===== src/rtl/subleq_pkg.sv =====
// -----------------------------------------------------------------------------
// subleq_pkg
// Shared definitions for the SUBLEQ core and its bench memory model:
//   - state_t    : core FSM state encoding
//   - INSTR_LEN  : words per instruction (A, B, C)
//   - DEF_DATA_W : default word width
//   - DEF_ADDR_W : default word-address width
// -----------------------------------------------------------------------------
package subleq_pkg;

   localparam int DEF_DATA_W = 64;
   localparam int DEF_ADDR_W = 16;
   localparam int INSTR_LEN  = 3;

   typedef enum logic [2:0] {
      ST_IDLE,
      ST_FETCH_A,
      ST_FETCH_B,
      ST_FETCH_C,
      ST_READ_A,
      ST_READ_B,
      ST_WRITE_B,
      ST_HALT
   } state_t;

endpackage


===== src/rtl/subleq_alu.sv =====
// -----------------------------------------------------------------------------
// subleq_alu
// Combinational SUBLEQ arithmetic: res = vb - va (mod 2^DATA_W) and the
// branch condition leq = (res == 0) | sign(res). Overflow is not detected;
// the condition is taken from the truncated result.
// Ports:
//   va  in  DATA_W : operand read from address A
//   vb  in  DATA_W : operand read from address B
//   res out DATA_W : difference written back to B
//   leq out 1      : result is zero or negative
// -----------------------------------------------------------------------------
module subleq_alu
   import subleq_pkg::*;
#(
   parameter int DATA_W = DEF_DATA_W
) (
   input  logic [DATA_W-1:0] va,
   input  logic [DATA_W-1:0] vb,
   output logic [DATA_W-1:0] res,
   output logic              leq
);

   always_comb begin
      res = vb - va;
      leq = (res == '0) | res[DATA_W-1];
   end

endmodule


===== src/rtl/subleq_core.sv =====
// -----------------------------------------------------------------------------
// subleq_core
// Parametrised SUBLEQ processor. Fetches A, B, C at pc..pc+2, performs
// mem[B] <= mem[B] - mem[A] and branches to C when the result is <= 0.
// A taken branch with a negative C halts the core. All memory traffic uses a
// single registered req/ack port, so any memory latency is tolerated.
//
// Parameters: DATA_W (word width), ADDR_W (address width, <= DATA_W),
//             START_PC (pc loaded on start)
// Ports:
//   clk, rst_n           : clock, async active-low reset
//   start                : one-cycle pulse, accepted in IDLE/HALT only
//   mem_req/we/addr/wdata: registered access request, held until acked
//   mem_ack, mem_rdata   : access completes on an edge with req && ack
//   busy, halted, pc     : status
//   instr_count          : retired-instruction counter (SUBLEQ_PERF_EN only)
//
// Optional feature macro: SUBLEQ_PERF_EN adds the instr_count output.
//
// state      | meaning
// -----------+---------------------------------------------
// ST_IDLE    | after reset, waiting for start
// ST_FETCH_A | reading word pc     into a_r
// ST_FETCH_B | reading word pc+1   into b_r
// ST_FETCH_C | reading word pc+2   into c_r
// ST_READ_A  | reading mem[a_r]    into va
// ST_READ_B  | reading mem[b_r], computing res/leq
// ST_WRITE_B | writing res to mem[b_r], then branch/halt
// ST_HALT    | stopped by a taken branch to negative C
// -----------------------------------------------------------------------------
module subleq_core
   import subleq_pkg::*;
#(
   parameter int          DATA_W   = DEF_DATA_W,
   parameter int          ADDR_W   = DEF_ADDR_W,
   parameter int unsigned START_PC = 0
) (
   input  logic              clk,
   input  logic              rst_n,
   input  logic              start,
   output logic              mem_req,
   output logic              mem_we,
   output logic [ADDR_W-1:0] mem_addr,
   output logic [DATA_W-1:0] mem_wdata,
   input  logic              mem_ack,
   input  logic [DATA_W-1:0] mem_rdata,
   output logic              busy,
   output logic              halted,
   output logic [ADDR_W-1:0] pc
`ifdef SUBLEQ_PERF_EN
   ,
   output logic [31:0]       instr_count
`endif
);

   localparam logic [ADDR_W-1:0] START_PC_A = ADDR_W'(START_PC);

   state_t              state;
   logic [ADDR_W-1:0]   a_r;
   logic [ADDR_W-1:0]   b_r;
   logic [ADDR_W-1:0]   c_r;
   logic                c_neg;
   logic [DATA_W-1:0]   va;
   logic                leq_r;
   logic [DATA_W-1:0]   res;
   logic                leq;
   logic [ADDR_W-1:0]   pc_next;

   // vb feeds straight from the READ_B read data; res/leq are captured on
   // that ack edge so the write data is ready when WRITE_B starts.
   subleq_alu #(.DATA_W(DATA_W)) u_alu (
      .va  (va),
      .vb  (mem_rdata),
      .res (res),
      .leq (leq)
   );

   assign pc_next = leq_r ? c_r : pc + ADDR_W'(INSTR_LEN);
   assign busy    = (state != ST_IDLE) && (state != ST_HALT);
   assign halted  = (state == ST_HALT);

   always_ff @(posedge clk or negedge rst_n) begin
      if (!rst_n) begin
         state       <= ST_IDLE;
         pc          <= START_PC_A;
         a_r         <= '0;
         b_r         <= '0;
         c_r         <= '0;
         c_neg       <= 1'b0;
         va          <= '0;
         leq_r       <= 1'b0;
         mem_req     <= 1'b0;
         mem_we      <= 1'b0;
         mem_addr    <= '0;
         mem_wdata   <= '0;
`ifdef SUBLEQ_PERF_EN
         instr_count <= '0;
`endif
      end else begin
         case (state)
            ST_IDLE, ST_HALT: begin
               if (start) begin
                  state    <= ST_FETCH_A;
                  pc       <= START_PC_A;
                  mem_req  <= 1'b1;
                  mem_we   <= 1'b0;
                  mem_addr <= START_PC_A;
`ifdef SUBLEQ_PERF_EN
                  instr_count <= '0;
`endif
               end
            end
            ST_FETCH_A: begin
               if (mem_ack) begin
                  a_r      <= mem_rdata[ADDR_W-1:0];
                  mem_addr <= pc + ADDR_W'(1);
                  state    <= ST_FETCH_B;
               end
            end
            ST_FETCH_B: begin
               if (mem_ack) begin
                  b_r      <= mem_rdata[ADDR_W-1:0];
                  mem_addr <= pc + ADDR_W'(2);
                  state    <= ST_FETCH_C;
               end
            end
            ST_FETCH_C: begin
               if (mem_ack) begin
                  c_r      <= mem_rdata[ADDR_W-1:0];
                  c_neg    <= mem_rdata[DATA_W-1];
                  mem_addr <= a_r;
                  state    <= ST_READ_A;
               end
            end
            ST_READ_A: begin
               if (mem_ack) begin
                  va       <= mem_rdata;
                  mem_addr <= b_r;
                  state    <= ST_READ_B;
               end
            end
            ST_READ_B: begin
               if (mem_ack) begin
                  mem_wdata <= res;
                  leq_r     <= leq;
                  mem_we    <= 1'b1;
                  state     <= ST_WRITE_B;
               end
            end
            ST_WRITE_B: begin
               if (mem_ack) begin
                  mem_we <= 1'b0;
`ifdef SUBLEQ_PERF_EN
                  instr_count <= instr_count + 32'd1;
`endif
                  if (leq_r && c_neg) begin
                     mem_req <= 1'b0;
                     state   <= ST_HALT;
                  end else begin
                     pc       <= pc_next;
                     mem_addr <= pc_next;
                     state    <= ST_FETCH_A;
                  end
               end
            end
            default: begin
               mem_req <= 1'b0;
               mem_we  <= 1'b0;
               state   <= ST_IDLE;
            end
         endcase
      end
   end

endmodule


===== config.mk =====
export PLATFORM = sky130hd
export DESIGN_NAME = subleq_core
export DESIGN_NICKNAME = d
export VERILOG_FILES = /design/src/rtl/subleq_pkg.sv /design/src/rtl/subleq_alu.sv /design/src/rtl/subleq_core.sv
export SDC_FILE = /design/constraint.sdc
export NUM_CORES = 1
export LEC_CHECK = 0
export CAP_MARGIN = 10
export CORE_MARGIN = 3
export CORE_UTILIZATION = 45
export DETAILED_ROUTE_END_ITERATION = 12
export PLACE_DENSITY = 0.67
export SYNTH_ARGS = -nofsm -noshare
export SYNTH_HDL_FRONTEND = slang
export SYNTH_SLANG_ARGS = --single-unit

===== constraint.sdc =====
create_clock -name clk -period 3.5 [get_ports clk]
set_input_delay 0.525 -clock clk [delete_from_list [all_inputs] [get_ports clk]]
set_output_delay 0.525 -clock clk [all_outputs]
set_load 0.05 [all_outputs]

==> impl_metrics.toml <==
[clock_tree]
cts_made_buffers = 27
clk_latency_ns = 0.53
tritoncts = "done"
cts_root_buf = "clkbuf_16"
path_clk_slew_ns = 0.06
htreeDepth = 1
clockBufferDepth = 3
numClockSinks = 215

[setup_path]
path_delay_family = "compound AO/OA/AOI/OAI gates"
crit_type = "in2reg"
crit_required_ns = 3.97
end_kind = "flip-flop"
slowest_stage = "a2111oi_4"
path_buf_inv = 3
cp_cell_sequence = "clkdlybuf4s50_1, ha_1, nand2_1, o21ai_1, a22oi_2, a21oi_1, buf_4, a2111oi_4, buf_4, o31ai_1, xor2_1, nor4bb_1, and4_1, nand4b_1, nand2_1"
crit_arrival_ns = 3.93
worst-path-max-fanout = 5
crit_path_max_incr_delay_ns = 0.55
start_kind = "input port"

[die]
die_area_mm2 = 0.0332
core_area_mm2 = 0.0301
dieWidth_um = 182
rows = 63
io_pins = 168
initial_utilization = 0.463
die_h_um = 182

[timing]
final-hold-violation-count = 0
setup_viol = 0
rsz0062_at_grt = "yes"
min_period_ns = 3.46
drv_slew = 0
finClkSkew_ns = 0.00894
fin_crit_sh = 0.987
fmax_mhz = 289
holdWs_ns = 0.0197
max_slew.worst_pin.slew_ns = 0.733
relSlewSlack = 0.510

[cells_and_area]
drive_above_1_share = 0.265
n_antenna_cell = 0
fin_nets = 2263
fin_util = 0.664
syn_to_final_growth_pct = 43.2

[logic_synthesis]
synth.area.top_cells = "dfrtp_1 39%, nand2_1 7.4%, o21ai_0 7.1%"
synthMuxAreaShare = 0.0553
async_flop_share = 1.00
yosys_register_bits = 215
synth_area_mm2 = 0.0140
yosys.area.top_type_share = 0.386
syn_avg_cell_area_um2 = 8.50
synth_nets = 1778
synth_simple_gate_area_share = 0.179
synthCells = 1642
synth_compound_area_frac = 0.233
synthFlopType = "dfrtp_1"
yosysWarnings = 0
synth_top_area_cell = "dfrtp_1"
synth_top_family_by_area = "compound AO/OA/AOI/OAI gates"
yosysUniqueCellTypes = 85
synth_xor_area_frac = 0.0389
yosysSeqAreaShare = 0.386
synth_edf_count = 0
yosys.area_share.adder = 0.0615

[global_routing]
grt_pass1_wl_mm = 77.2
grt_pass1_vias = 14408
grt_usage = 0.284
antenna_found_initial = 0
overflow = 0
grt_max_degree = 78

[worst_hold_path]
hold_path_class = "in2async"

[drt]
wl_mm = 48.0
drt-initial-drc-count = 1048
vias = 14228
vias_per_cell = 5.61
ant_nets = 0
drt_pre_antenna_iters = 6
drcViolationCount = 0
wire_per_inst_um = 18.9

[power_and_ir_drop]
p_total_mw = 21.8
vdd_drop_max_mv = 0.727
p_per_area_mw_per_mm2 = 1090
leakage_nw = 8.98

[flow_run]
max_cap_viol_count = 0

[place]
port_buffers = 167
globalplace.congestion = 0.978
hpwlAfterDp_mm = 37.9

[run_status]
status = "completed"
[worst paths after layout]
kind,startpoint,endpoint,slack [ns],cells past startpoint
setup / recovery,mem_rdata[28],leq_r,0.04,15
hold / removal,rst_n,mem_addr[8],0.02,1
setup reg to reg,va[4],leq_r,0.10,15
hold reg to reg,mem_addr[3],mem_addr[3],0.47,2
max in group asynchronous,rst_n,va[9],2.70,2
min in group clk,mem_rdata[1],va[1],0.40,3
[Yosys cell counts (8+ instances only)]
| cell | number |
|---|---|
| a22o_1 | 15 |
| or3_1 | 18 |
| a211oi_1 | 18 |
| nor2_1 | 79 |
| buf_2 | 13 |
| xnor2_1 | 34 |
| a22oi_1 | 21 |
| dfrtp_1 | 215 |
| o22ai_1 | 8 |
| o21a_1 | 16 |
| nor3_1 | 24 |
| ha_1 | 67 |
| clkbuf_1 | 63 |
| o21ai_0 | 197 |
| o21bai_1 | 8 |
| a31oi_1 | 14 |
| o21ai_1 | 11 |
| nor2b_1 | 11 |
| o211ai_1 | 9 |
| xor2_1 | 28 |
| nand2b_1 | 9 |
| a21oi_1 | 109 |
| inv_1 | 83 |
| and3_1 | 17 |
| mux2_2 | 65 |
| nand3_1 | 30 |
| a21o_1 | 25 |
| o31ai_1 | 11 |
| nand2_1 | 274 |
| nand4_1 | 32 |
[sequential cells by signal, summed over array words and instances, names as in the netlist]
| register | flops |
|---|---|
| a_r | 16 |
| b_r | 16 |
| c_neg | 1 |
| c_r | 16 |
| leq_r | 1 |
| mem_addr | 16 |
| mem_req | 1 |
| mem_wdata | 64 |
| mem_we | 1 |
| pc | 16 |
| state | 3 |
| va | 64 |
[cell type report]
class | count | area, um^2
clock buffer | 33 | 748
clock inverter | 16 | 216
fill | 2572 | 10100
inverter | 84 | 315
multi-input combinational | 1259 | 8300
sequential | 215 | 5380
tap | 390 | 488
timing repair buffer | 540 | 4530
[per-layer routing]
layer / share of wire / wire length [um] / global-route usage / vias to the layer above
li1: - / - / - / 6852
met1: 0.43 / 20500 / 0.370 / 6781
met2: 0.48 / 23100 / 0.491 / 482
met3: 0.053 / 2530 / 0.0337 / 113
met4: 0.038 / 1830 / 0.0978 / 0
met5: 0 / 0 / 0 / -
[cell families (layout without fill, tap and decap cells)]
group	Yosys count	in the layout
buffers and inverters	168	673
AND/OR/NAND/NOR	539	539
AO/OA/AOI/OAI	521	521
XOR/XNOR	62	62
adder cells (fa/ha/maj)	68	68
multiplexers	69	69
flip-flops	215	215
[worst register-to-register path: cells and delay by family, from the launching register on]
kind | cells | cell delay, ns
flops | 1 | 0.37
buf+inv | 3 | 0.45
fa+ha+maj | 1 | 0.20
compound gates | 4 | 1.03
simple gates | 6 | 1.11
xor+xnor | 1 | 0.18
[stage by stage]
| stage | cell area (um^2) | setup slack, ns | instances | TNS (ns) |
|---|---|---|---|---|
| floorplan | 14000 | 0.251 | 1642 | 0 |
| finish | 20000 | 0.0442 | 2537 | 0 |
| CTS | 19600 | 0.00186 | 2526 | 0 |
| global route | 20000 | -0.0323 | 2537 | -0.0334 |
| global placement | 18600 | -0.746 | 2476 | -5.47 |
| detailed placement | 18600 | -0.776 | 2476 | -6.73 |
[report_power, final]
part           leakage [nW]  internal (mW)  switching (mW)  total [mW]
registers              2.67           3.61           0.678        4.29
clock network         0.472           1.88            1.10        2.98
logic                  5.84           6.46            8.05        14.5
[cell usage in the layout, fill, tap and decap left out, types with 6 or more instances in the layout]
master	n
ha_4	9
a21oi_1	95
a211oi_1	15
inv_1	82
or3_1	17
xnor2_1	33
nand2b_1	8
buf_4	369
clkbuf_8	6
nand3_1	29
xor2_1	28
nor2b_1	11
and3_1	17
o21ai_1	20
clkinv_2	7
nor3_1	22
and2_1	6
dfrtp_1	214
o21bai_1	8
a22o_1	15
clkdlybuf4s50_1	161
clkbuf_16	27
o21a_1	16
a31oi_1	9
nand4_1	32
o22ai_1	8
a21o_1	25
o211ai_1	9
nand2_1	274
nor2_1	77
ha_1	56
a22oi_1	20
a21oi_2	17
mux2_2	65
o31ai_1	10
o21ai_0	185
[timing repair]
| item | CTS | global route |
|---|---|---|
| gates cloned | 0 | 0 |
| setup buffers | 1 | 11 |
| resized for setup | 12 | 67 |
| pin swaps | 8 | 21 |
| endpoints found under the setup margin | 3 | 7 |
| hold buffers | 0 | 0 |
(Power assumes the default switching activity.)
